`src/rtl/fetch_pkg.sv`:
```
// Shared types and constants for the instruction fetch unit.
// FSM state encoding, SYSTEM opcode, PC step and a canonical NOP word.
package fetch_pkg;

    typedef enum logic [1:0] {
        ST_IDLE,
        ST_RUN,
        ST_HALT,
        ST_FAULT
    } fetch_state_t;

    localparam logic [6:0]  OPC_SYSTEM = 7'b1110011;
    localparam int          PC_INC     = 4;
    localparam logic [31:0] NOP        = 32'h0000_0013;

endpackage

```
`src/rtl/inst_fetch_unit.sv`:
```
// Instruction fetch unit: owns the PC, drives the byte fetch address,
// registers the returned word and hands it to decode over valid/ready.
// Ports:
//   clk, rst_n               clock, async active-low reset
//   start                    leave IDLE
//   imem_addr / imem_data    fetch address out, combinational word in
//   redirect_valid/_target   taken branch/jump
//   out_valid/out_ready      decode handshake
//   out_instr, out_pc        presented instruction and its address
//   halted, fault            HALT / FAULT state flags
//   fault_addr               misaligned redirect target
//   fetch_cnt                saturating count of accepted instructions
module inst_fetch_unit
    import fetch_pkg::*;
#(
    parameter int                 ADDR_W   = 8,
    parameter logic [ADDR_W-1:0]  RESET_PC = '0,
    parameter int                 CNT_W    = 16
) (
    input  logic              clk,
    input  logic              rst_n,
    input  logic              start,
    output logic [ADDR_W-1:0] imem_addr,
    input  logic [31:0]       imem_data,
    input  logic              redirect_valid,
    input  logic [ADDR_W-1:0] redirect_target,
    output logic              out_valid,
    input  logic              out_ready,
    output logic [31:0]       out_instr,
    output logic [ADDR_W-1:0] out_pc,
    output logic              halted,
    output logic              fault,
    output logic [ADDR_W-1:0] fault_addr,
    output logic [CNT_W-1:0]  fetch_cnt
);

    fetch_state_t      state_q;
    fetch_state_t      state_d;

    logic [ADDR_W-1:0] pc_q;
    logic [ADDR_W-1:0] pc_d;
    logic              valid_q;
    logic              valid_d;
    logic [31:0]       instr_q;
    logic [31:0]       instr_d;
    logic [ADDR_W-1:0] opc_q;
    logic [ADDR_W-1:0] opc_d;
    logic [ADDR_W-1:0] fa_q;
    logic [ADDR_W-1:0] fa_d;
    logic [CNT_W-1:0]  cnt_q;

    logic accept;
    logic redir;
    logic redir_ok;
    logic load;
    logic is_sys;

    assign accept   = valid_q & out_ready;
    assign redir    = redirect_valid &
                      ((state_q == ST_RUN) |
                       (state_q == ST_HALT));
    assign redir_ok = (redirect_target[1:0] == 2'b00);
    // Redirect outranks a load, so load is masked by it.
    assign load     = (state_q == ST_RUN) & ~redir &
                      (~valid_q | out_ready);
    assign is_sys   = (imem_data[6:0] == OPC_SYSTEM);

    always_ff @(posedge clk or negedge rst_n) begin
        if (!rst_n) begin
            state_q <= ST_IDLE;
        end else begin
            state_q <= state_d;
        end
    end

    always_comb begin
        state_d = state_q;
        unique case (state_q)
            ST_IDLE: begin
                if (start) begin
                    state_d = ST_RUN;
                end
            end
            ST_RUN: begin
                if (redir) begin
                    state_d = redir_ok ? ST_RUN
                                       : ST_FAULT;
                end else if (load && is_sys) begin
                    state_d = ST_HALT;
                end
            end
            ST_HALT: begin
                if (redir) begin
                    state_d = redir_ok ? ST_RUN
                                       : ST_FAULT;
                end
            end
            ST_FAULT: begin
                state_d = ST_FAULT;
            end
            default: begin
                state_d = ST_IDLE;
            end
        endcase
    end

    always_comb begin
        pc_d    = pc_q;
        valid_d = valid_q;
        instr_d = instr_q;
        opc_d   = opc_q;
        fa_d    = fa_q;
        unique case (1'b1)
            redir: begin
                valid_d = 1'b0;
                if (redir_ok) begin
                    pc_d = redirect_target;
                end else begin
                    fa_d = redirect_target;
                end
            end
            load: begin
                valid_d = 1'b1;
                instr_d = imem_data;
                opc_d   = pc_q;
                // A SYSTEM word parks the PC on itself.
                if (!is_sys) begin
                    pc_d = pc_q + ADDR_W'(PC_INC);
                end
            end
            default: begin
                if (accept) begin
                    valid_d = 1'b0;
                end
            end
        endcase
    end

    always_ff @(posedge clk or negedge rst_n) begin
        if (!rst_n) begin
            pc_q    <= RESET_PC;
            valid_q <= 1'b0;
            instr_q <= '0;
            opc_q   <= '0;
            fa_q    <= '0;
        end else begin
            pc_q    <= pc_d;
            valid_q <= valid_d;
            instr_q <= instr_d;
            opc_q   <= opc_d;
            fa_q    <= fa_d;
        end
    end

    always_ff @(posedge clk or negedge rst_n) begin
        if (!rst_n) begin
            cnt_q <= '0;
        end else if (accept && (cnt_q != '1)) begin
            cnt_q <= cnt_q + 1'b1;
        end
    end

    assign imem_addr  = pc_q;
    assign out_valid  = valid_q;
    assign out_instr  = instr_q;
    assign out_pc     = opc_q;
    assign halted     = (state_q == ST_HALT);
    assign fault      = (state_q == ST_FAULT);
    assign fault_addr = fa_q;
    assign fetch_cnt  = cnt_q;

endmodule

```
`config.mk`:
```
export PLATFORM = sky130hd
export DESIGN_NAME = inst_fetch_unit
export DESIGN_NICKNAME = d
export VERILOG_FILES = /design/src/rtl/fetch_pkg.sv /design/src/rtl/inst_fetch_unit.sv
export SDC_FILE = /design/constraint.sdc
export NUM_CORES = 1
export LEC_CHECK = 0
export BUFFER_PORTS_ARGS = -buffer_cell sky130_fd_sc_hd__buf_2
export CAP_MARGIN = 15
export CORE_MARGIN = 5
export CORE_UTILIZATION = 35
export DETAILED_ROUTE_END_ITERATION = 16
export PLACE_DENSITY = 0.64
export SYNTH_ARGS = -nofsm -noshare
export SYNTH_HDL_FRONTEND = slang
export SYNTH_SLANG_ARGS = --single-unit
```
`constraint.sdc`:
```
create_clock -name clk -period 2.3 [get_ports clk]
set_input_delay 0.69 -clock clk [delete_from_list [all_inputs] [get_ports clk]]
set_output_delay 0.69 -clock clk [all_outputs]
set_load 0.005 [all_outputs]
```
# [Word-level counts from Yosys, hierarchy flattened]
# Cells that the tools add are included.
[totals] reg_bits=75 input_bits=45
[classes] add_sub_neg=2 n_eq_ne=10 n_mux=11 bitwise=9 reduce_logical=9
[op_table] operator="$add A16 B1 Y16 const B" count=1
[op_table] operator="$mux W8" count=2
[op_table] operator="$ne A16 B16 Y1 const B" count=1
[op_table] operator="$pmux W8 S2" count=1
[op_table] operator="$mux W2" count=5
[op_table] operator="$add A8 B3 Y8 const B" count=1
[op_table] operator="$pmux W2 S4" count=1
[op_table] operator="$eq A7 B7 Y1 const B" count=1
[op_table] operator="$reduce_and A3 Y1" count=2
[op_table] operator="$and A1 B1 Y1" count=4
[op_table] operator="$eq A2 B2 Y1 const B" count=2
[op_table] operator="$logic_not A2 Y1" count=2
[op_table] operator="$ne A2 B1 Y1 const B" count=2
[op_table] operator="$ne A2 B2 Y1 const B" count=2
[op_table] operator="$ne A3 B2 Y1 const B" count=1
[op_table] operator="$not A1 Y1" count=3
[op_table] operator="$reduce_bool A3 Y1" count=1
[op_table] operator="$eq A2 B1 Y1 const B" count=1
[op_table] operator="$logic_and A1 B1 Y1" count=2
[op_table] operator="$or A1 B1 Y1" count=2
[op_table] operator="$pmux W1 S2" count=1
[op_table] operator="$reduce_and A2 Y1" count=1
[op_table] operator="$reduce_bool A2 Y1" count=1
[op_table] operator="$mux W1" count=1

# [Longest topological paths before layout]
# Gate-level depths: netlist of run 1.
[depth] depth_word=10 ltp_mapped=8

# [Worst setup path before layout of run 1]
# Ideal clock, no wire load.
[synth_path] path_kind="input to register" from="in out_ready" to="reg cnt_q[15], in the netlist fetch_cnt[15]" setup_time_ns=0.125 t_arrival_ns=1.833 path_slack_ns=0.342 cell_stages=4 path_cell_list="nand2_2 or4_4 nor3_1 mux2_2"
[synth_between] elab_chain_cells=2
[synth_lines] element="start, declared" line="inst_fetch_unit.sv:28" rtl="input logic out_ready,"
[synth_lines] element="$and A1 B1 Y1" line="inst_fetch_unit.sv:58" rtl="assign accept = valid_q & out_ready;"
[synth_lines] element="$logic_and A1 B1 Y1" line="inst_fetch_unit.sv:158" rtl="end else if (accept && (cnt_q != '1)) begin"
[synth_lines] element="end signal, assigned" line="inst_fetch_unit.sv:159" rtl="cnt_q <= cnt_q + 1'b1;"
[synth_lines] element="end, declared" line="inst_fetch_unit.sv:50" rtl="logic [CNT_W-1:0] cnt_q;"
# No other way between the ends.
# A chain may end at the register's enable or synchronous reset.

# [Worst setup path in the final report of run 1]
[layout_path] from="reg state_q[0]" to="reg pc_q[3], in the netlist imem_addr[3]"
[layout_between] elab_chain_cells=8
[layout_lines] element="start, declared" line="inst_fetch_unit.sv:37" rtl="fetch_state_t state_q;"
[layout_lines] element="start signal, assigned" line="inst_fetch_unit.sv:72" rtl="state_q <= state_d;"
[layout_lines] element="$eq A2 B1 Y1 or $eq A2 B2 Y1 (tied branches)" line="inst_fetch_unit.sv:60, inst_fetch_unit.sv:64, inst_fetch_unit.sv:61"
[layout_lines] element="$or A1 B1 Y1" line="inst_fetch_unit.sv:60" rtl="((state_q == ST_RUN) |"
[layout_lines] element="$and A1 B1 Y1" line="inst_fetch_unit.sv:59" rtl="assign redir = redirect_valid &"
[layout_lines] element="$not A1 Y1" line="inst_fetch_unit.sv:64" rtl="assign load = (state_q == ST_RUN) & ~redir &"
[layout_lines] element="$and A1 B1 Y1 (2 in a row)" line="inst_fetch_unit.sv:64"
[layout_lines] element="$ne A2 B2 Y1 (no line) or $reduce_bool A2 Y1 (tied branches)"
[layout_lines] element="$reduce_and A3 Y1 (no line)"
[layout_lines] element="end signal, assigned" line="inst_fetch_unit.sv:147" rtl="pc_q <= pc_d;"
[layout_lines] element="end, declared" line="inst_fetch_unit.sv:40" rtl="logic [ADDR_W-1:0] pc_q;"
# Several ways; a longest one is shown, not always the timed one.

==> results by group, run 1 <==
Global routing
  – Antenna violations before repair: 0
  – Gr ovfl total: 0
  – Grt met1 use: 18.2%
  – First-pass GRT wire length: 12.6 mm
  – Largest net degree at the start of global routing: 43
  – GR Util All Layers: 13.6%
  – Met2 Track Usage GR: 21.6%
  – Vias in the first global route: 2491
  – Global route hottest layer: met2
  – GRT met3 Usage: 3.10%

Yosys
  – Seq/Total Area, Yosys: 55.8%
  – Avg Synthesized Cell Area: 13.4 µm²
  – Commonest cells post-synth: dfrtp_1, mux2_2, nand2_1
  – Primary FF master, synth: dfrtp_1
  – #FFs+latches synth: 75
  – Gate Count Post-Synth: 251
  – Syn Nets: 302
  – Most frequent cell after synthesis: dfrtp_1
  – Yosys synthesis warning count: 0
  – Post-synth top area cell: dfrtp_1
  – Share of the synthesized area in the top cell type: 55.8%
  – Async set-or-reset flop fraction in the synthesized netlist: 100%
  – Area of the mapped netlist: 3360 µm²
  – Synth cell types: 49
  – EDFF count, synth: 0
  – Synth top area cells: dfrtp_1, mux2_2, xor2_1, ha_1, nand2_1

Worst setup path
  – Crit-path leading delay family: multiplexers
  – Reg2reg setup slack: 0.18 ns
  – CP Launch Point: state_q[0]
  – Crit path cell chain: inv_1, ha_1, a21boi_4, and2_4, mux2_2, mux2_2
  – CP max-delay cell: dfrtp_1
  – CP Depth: 6
  – Most used cell, CP: mux2_2
  – R2R depth: 6
  – Critical path endpoint: imem_addr[3]
  – Critical Path End Type: register
  – Critical R2R Capture: imem_addr[3]
  – Worst Path Required: 2.52 ns
  – Worst setup SP type: register
  – Critical path peak fanout: 10
  – Critical Path AT: 2.35 ns
  – CP max stage delay: 0.38 ns
  – Crit path buf inv count: 1
  – Crit path kind: reg2reg
  – R2R Path Start: state_q[0]

Layout
  – Final Core Density: 46.6%
  – Area grow syn2layout: 29.3%
  – N_diodes: 0
  – Share of layout cells above drive strength 1: 53.6%
  – Nets: 435

Placement
  – Placer Congestion: 0.796
  – Dpl hpwl: 6.00 mm
  – PortBufs: 119

Clocking
  – Cts repair resizes: 0
  – Clk sinks: 75
  – Cts bufs inserted: 9
  – CTS root buffer: clkbuf_8
  – H-tree Lvls: 3
  – Post-CTS Setup Repair Bufs: 0
  – Clock transition at path regs: 0.08 ns
  – Max clock buf depth: 2
  – Cts hold-fix bufs: 0
  – Clock latency on the worst-skew pair: 0.34 ns
  – CTS tree: done

STA
  – Fin. max-slew vios: 0
  – Setup violators final: 0
  – Slew at the pin closest to its max-slew limit: 0.533 ns
  – Tcrit/Tclk final: 92.3%
  – Setup TNS: 0 ns
  – Final hold vios: 0
  – Fmax: 471 MHz
  – Max-slew headroom: 64.4%
  – Final min period: 2.12 ns
  – RSZ-0062 raised after global routing: false
  – Final Skew: 0.00407 ns

Detailed routing
  – Routed WL: 7.82 mm
  – DR WL/cell: 15.1 µm
  – DR iter-0 viols: 77
  – Vias per Instance: 4.84
  – Final ANT Viol Nets: 0
  – Total number of vias: 2504
  – DRT Pass-1 Iters: 4
  – # DRC: 0

Floorplan
  – # rows: 35
  – Ports: 120
  – Die W: 108 µm
  – Initial Util: 36.1%
  – Die Footprint: 11700 µm²
  – Placeable Area: 9330 µm²
  – Die height: 108 µm

Flow run
  – Number of max-cap violations: 0

Power
  – Static Leak: 2.13 nW
  – PD cells: 1310 nW/µm²
  – Peak supply drop: 0.000478 V

Status
  – Outcome: complete, no violations

Worst hold path
  – Worst Hold Class: in2async
==> cell usage in the layout (no fill, tap or decap), types with 3 or more instances in the layout <==
cell | netlist | final
a21oi_1 | 6 | 6
a2bb2oi_1 | 3 | 3
a31o_2 | 3 | 3
buf_2 | 3 | 118
buf_4 | 1 | 8
clkbuf_8 | 0 | 9
clkinv_2 | 0 | 4
dfrtp_1 | 75 | 75
ha_1 | 6 | 6
inv_1 | 7 | 7
mux2_2 | 50 | 50
nand2_1 | 13 | 13
nand2_2 | 3 | 3
nand3_1 | 8 | 8
nand4_1 | 7 | 7
nor2_1 | 5 | 5
nor3_1 | 5 | 5
o21a_1 | 4 | 4
xor2_1 | 11 | 11
==> layout make-up <==
type,count,area (µm²)
Sequential cell,75,1880
Clock inverter,6,57.6
Timing Repair Buffer,128,691
Tap cell,129,161
Inverter,7,26.3
Fill cell,886,4980
Multi-Input combinational cell,163,1410
Clock buffer,9,124
==> power by group <==
| part | internal, W | total, W | switching (W) |
|---|---|---|---|
| combinational | 0.00141 | 0.00254 | 0.00113 |
| sequential | 0.00188 | 0.00223 | 0.000358 |
| clock | 0.000487 | 0.000948 | 0.000461 |
==> cell families after synthesis <==
family | Yosys count | synth area share [%]
and+or+nand+nor | 60 | 10.7
adders and majority gates | 6 | 2.23
DFF | 75 | 55.8
xor gates and xnor gates | 13 | 3.38
muxes | 52 | 17.3
buffers and inverters | 13 | 2.23
AOI/OAI and AO/OA | 32 | 8.29
==> worst min path at each step <==
stage	depth (start not counted)	end	from	slack [ns]
floorplan	0	fault_addr[0]	rst_n	0.39
CTS	1	out_pc[1]	rst_n	0.30
global placement	2	fault_addr[0]	fault_addr[0]	0.45
finish	1	out_pc[1]	rst_n	0.29
global route	1	out_pc[1]	rst_n	0.32
detailed placement	2	fault_addr[1]	fault_addr[1]	0.48
==> metrics by stage <==
step | cell area, µm² | total power, W | setup WS, ns | std cells | hold WS (ns)
3_3_place_gp | 4170 | 0.00475 | 0.163 | 502 | 0.454
4_1_cts | 4350 | 0.00582 | 0.172 | 517 | 0.300
5_1_grt | 4350 | 0.00617 | 0.0881 | 517 | 0.325
2_1_floorplan | 3360 | 0.00382 | 0.342 | 251 | 0.394
6_report | 4350 | 0.00572 | 0.177 | 517 | 0.294
3_5_place_dp | 4170 | 0.00485 | 0.132 | 502 | 0.476
==> registers in the layout, indices dropped and copies added (netlist names) <==
| signal | count |
|---|---|
| fault_addr | 8 |
| imem_addr | 8 |
| fetch_cnt | 16 |
| state_q | 2 |
| out_valid | 1 |
| out_instr | 32 |
| out_pc | 8 |
==> routing by layer <==
metal | up-vias | wire [µm]
li1 | 1185 | -
met1 | 1210 | 3480
met2 | 98 | 3610
met3 | 11 | 601
met4 | 0 | 120
met5 | - | 0
==> worst reg2reg max path, cell delays in order, from the launching register on <==
cell and delay, ns:
dfrtp_1 0.38, inv_1 0.09, ha_1 0.38, a21boi_4 0.32, and2_4 0.26, mux2_2 0.34
mux2_2 0.26
Power figures use the tool's default switching activity.
==> run 2, diff against run 1 <==
CORE_ASPECT_RATIO = 1.2   (was not set)
==> run 2 against run 1 <==
Net effect:
- via count is 0.96% lower
- first-iteration DRC count is 9.1% higher
- critical path type unchanged
- fmax hardly changed
- core utilization is 0.66 points higher
- final cell count is 1.5% lower
- non-clock buffer count is 2 lower
- setup slack hardly changed
- largest power group unchanged
- highest routed layer unchanged
- sequential share of layout area is 1.2 points lower
==> results by group, run 2 (same netlist as run 1, synthesis figures left out) <==
Status
  – Outcome: complete, no violations

Layout
  – Most frequent cells in the layout: buf_2, dfrtp_1, mux2_2
  – Nets: 433
  – Max reg flops: 32
  – Area grow syn2layout: 33.1%
  – Most common cell after layout, fill and taps aside: buf_2
  – Final Core Density: 47.3%
  – Fill count: 902
  – Share of layout cells above drive strength 1: 53.1%
  – N_diodes: 0

Worst setup path
  – R2R Path Start: state_q[0]
  – Critical Path AT: 2.34 ns
  – Worst Path Required: 2.52 ns
  – Critical path peak fanout: 10
  – CP max-delay cell: dfrtp_1
  – Critical Path End Type: register
  – Reg2reg setup slack: 0.18 ns
  – Critical R2R Capture: imem_addr[3]
  – Crit path cell chain: inv_1, ha_1, a21boi_4, and2_4, mux2_2, mux2_2
  – Crit path kind: reg2reg
  – CP max stage delay: 0.37 ns
  – R2R depth: 6
  – Worst setup SP type: register
  – Most used cell, CP: mux2_2

Detailed routing
  – # DRC: 0
  – DRT Pass-1 Iters: 4
  – DR iter-0 viols: 84
  – Total number of vias: 2480
  – Vias per Instance: 4.87
  – DR WL/cell: 15.3 µm
  – Final ANT Viol Nets: 0
  – Routed WL: 7.78 mm

Global routing
  – Vias in the first global route: 2569
  – Antenna violations before repair: 0
  – Gr ovfl total: 0
  – Largest net degree at the start of global routing: 50
  – GR Util All Layers: 14.0%
  – First-pass GRT wire length: 12.9 mm

Clocking
  – CTS root buffer: clkbuf_16
  – H-tree Lvls: 3
  – Cts hold-fix bufs: 0
  – Max clock buf depth: 2
  – Clock transition at path regs: 0.06 ns
  – CTS tree: done
  – Clock latency on the worst-skew pair: 0.33 ns
  – Clk sinks: 75
  – Post-CTS Setup Repair Bufs: 0
  – Cts repair resizes: 0
  – Cts bufs inserted: 9

STA
  – Final min period: 2.12 ns
  – Slew at the pin closest to its max-slew limit: 0.506 ns
  – Tcrit/Tclk final: 92.3%
  – Max-slew headroom: 66.3%
  – RSZ-0062 raised after global routing: false
  – Final hold vios: 0
  – Setup violators final: 0
  – Fin. max-slew vios: 0
  – Fmax: 471 MHz
  – Final Skew: 0.00546 ns
  – Setup TNS: 0 ns

Worst hold path
  – Worst Hold Class: in2async

Power
  – PD cells: 1410 nW/µm²
  – Static Leak: 2.19 nW
  – Peak supply drop: 0.000641 V
  – Pwr Total: 0.00632 W

Placement
  – Placer Congestion: 0.796
  – PortBufs: 119
  – Dpl hpwl: 5.93 mm

Flow run
  – Number of max-cap violations: 0

Floorplan
  – Placeable Area: 9470 µm²
  – # rows: 39
  – Ports: 120
  – Die W: 99.5 µm
  – Die height: 117 µm
  – Die Footprint: 11700 µm²
  – Initial Util: 35.5%
-- run 2: worst max-delay path, delay by kind of cell (launching register included) --
kind | cells | cell delay [ns]
AO/OA/AOI/OAI | 1 | 0.33
adder cells (fa/ha/maj) | 1 | 0.37
buffers and inverters | 1 | 0.08
flip-flops | 1 | 0.37
multiplexers | 2 | 0.59
AND/OR/NAND/NOR | 1 | 0.26
-- run 2: report_power, final --
part           internal, W  switching, W  total [W]
Combinational      0.00139       0.00112    0.00251
Sequential         0.00188      0.000350    0.00223
Clock              0.00105      0.000524    0.00158
-- run 2: layout make-up --
| type | count | area (µm²) | share of cell area [%] |
|---|---|---|---|
| Clock inverter | 5 | 103 | 2.29 |
| Clock buffer | 10 | 229 | 5.11 |
| Multi-Input combinational cell | 163 | 1410 | 31.6 |
| Inverter | 7 | 26.3 | 0.587 |
| Timing Repair Buffer | 126 | 676 | 15.1 |
| Tap cell | 123 | 154 | 3.44 |
| Sequential cell | 75 | 1880 | 41.9 |
-- run 2: per-stage QoR --
step / area [µm²] / instances / hold slack (ns) / setup WS [ns]
after global placement: 4150 / 494 / 0.459 / 0.193
after global routing: 4480 / 509 / 0.289 / 0.0626
final: 4480 / 509 / 0.267 / 0.177
after CTS: 4480 / 509 / 0.272 / 0.177
after floorplan: 3360 / 251 / 0.394 / 0.342
after detailed placement: 4150 / 494 / 0.459 / 0.155
-- run 2: worst max-delay path by stage --
| stage | startpoint | endpoint | slack, ns |
|---|---|---|---|
| 6_report | state_q[0] | imem_addr[3] | 0.18 |
| 5_1_grt | state_q[1] | imem_addr[3] | 0.06 |
| 4_1_cts | state_q[1] | imem_addr[3] | 0.18 |
| 3_5_place_dp | imem_data[2] | imem_addr[3] | 0.16 |
| 3_3_place_gp | imem_data[2] | imem_addr[3] | 0.19 |
| 2_1_floorplan | out_ready | fetch_cnt[15] | 0.34 |
-- run 2: routing by layer --
| metal | vias to the layer above | global-route usage [%] | wire length [µm] |
|---|---|---|---|
| met3 | 12 | 3.92 | 568 |
| met4 | 0 | 6.40 | 158 |
| met5 | - | 0 | 0 |
| li1 | 1183 | - | - |
| met2 | 84 | 22.3 | 3750 |
| met1 | 1201 | 17.4 | 3310 |
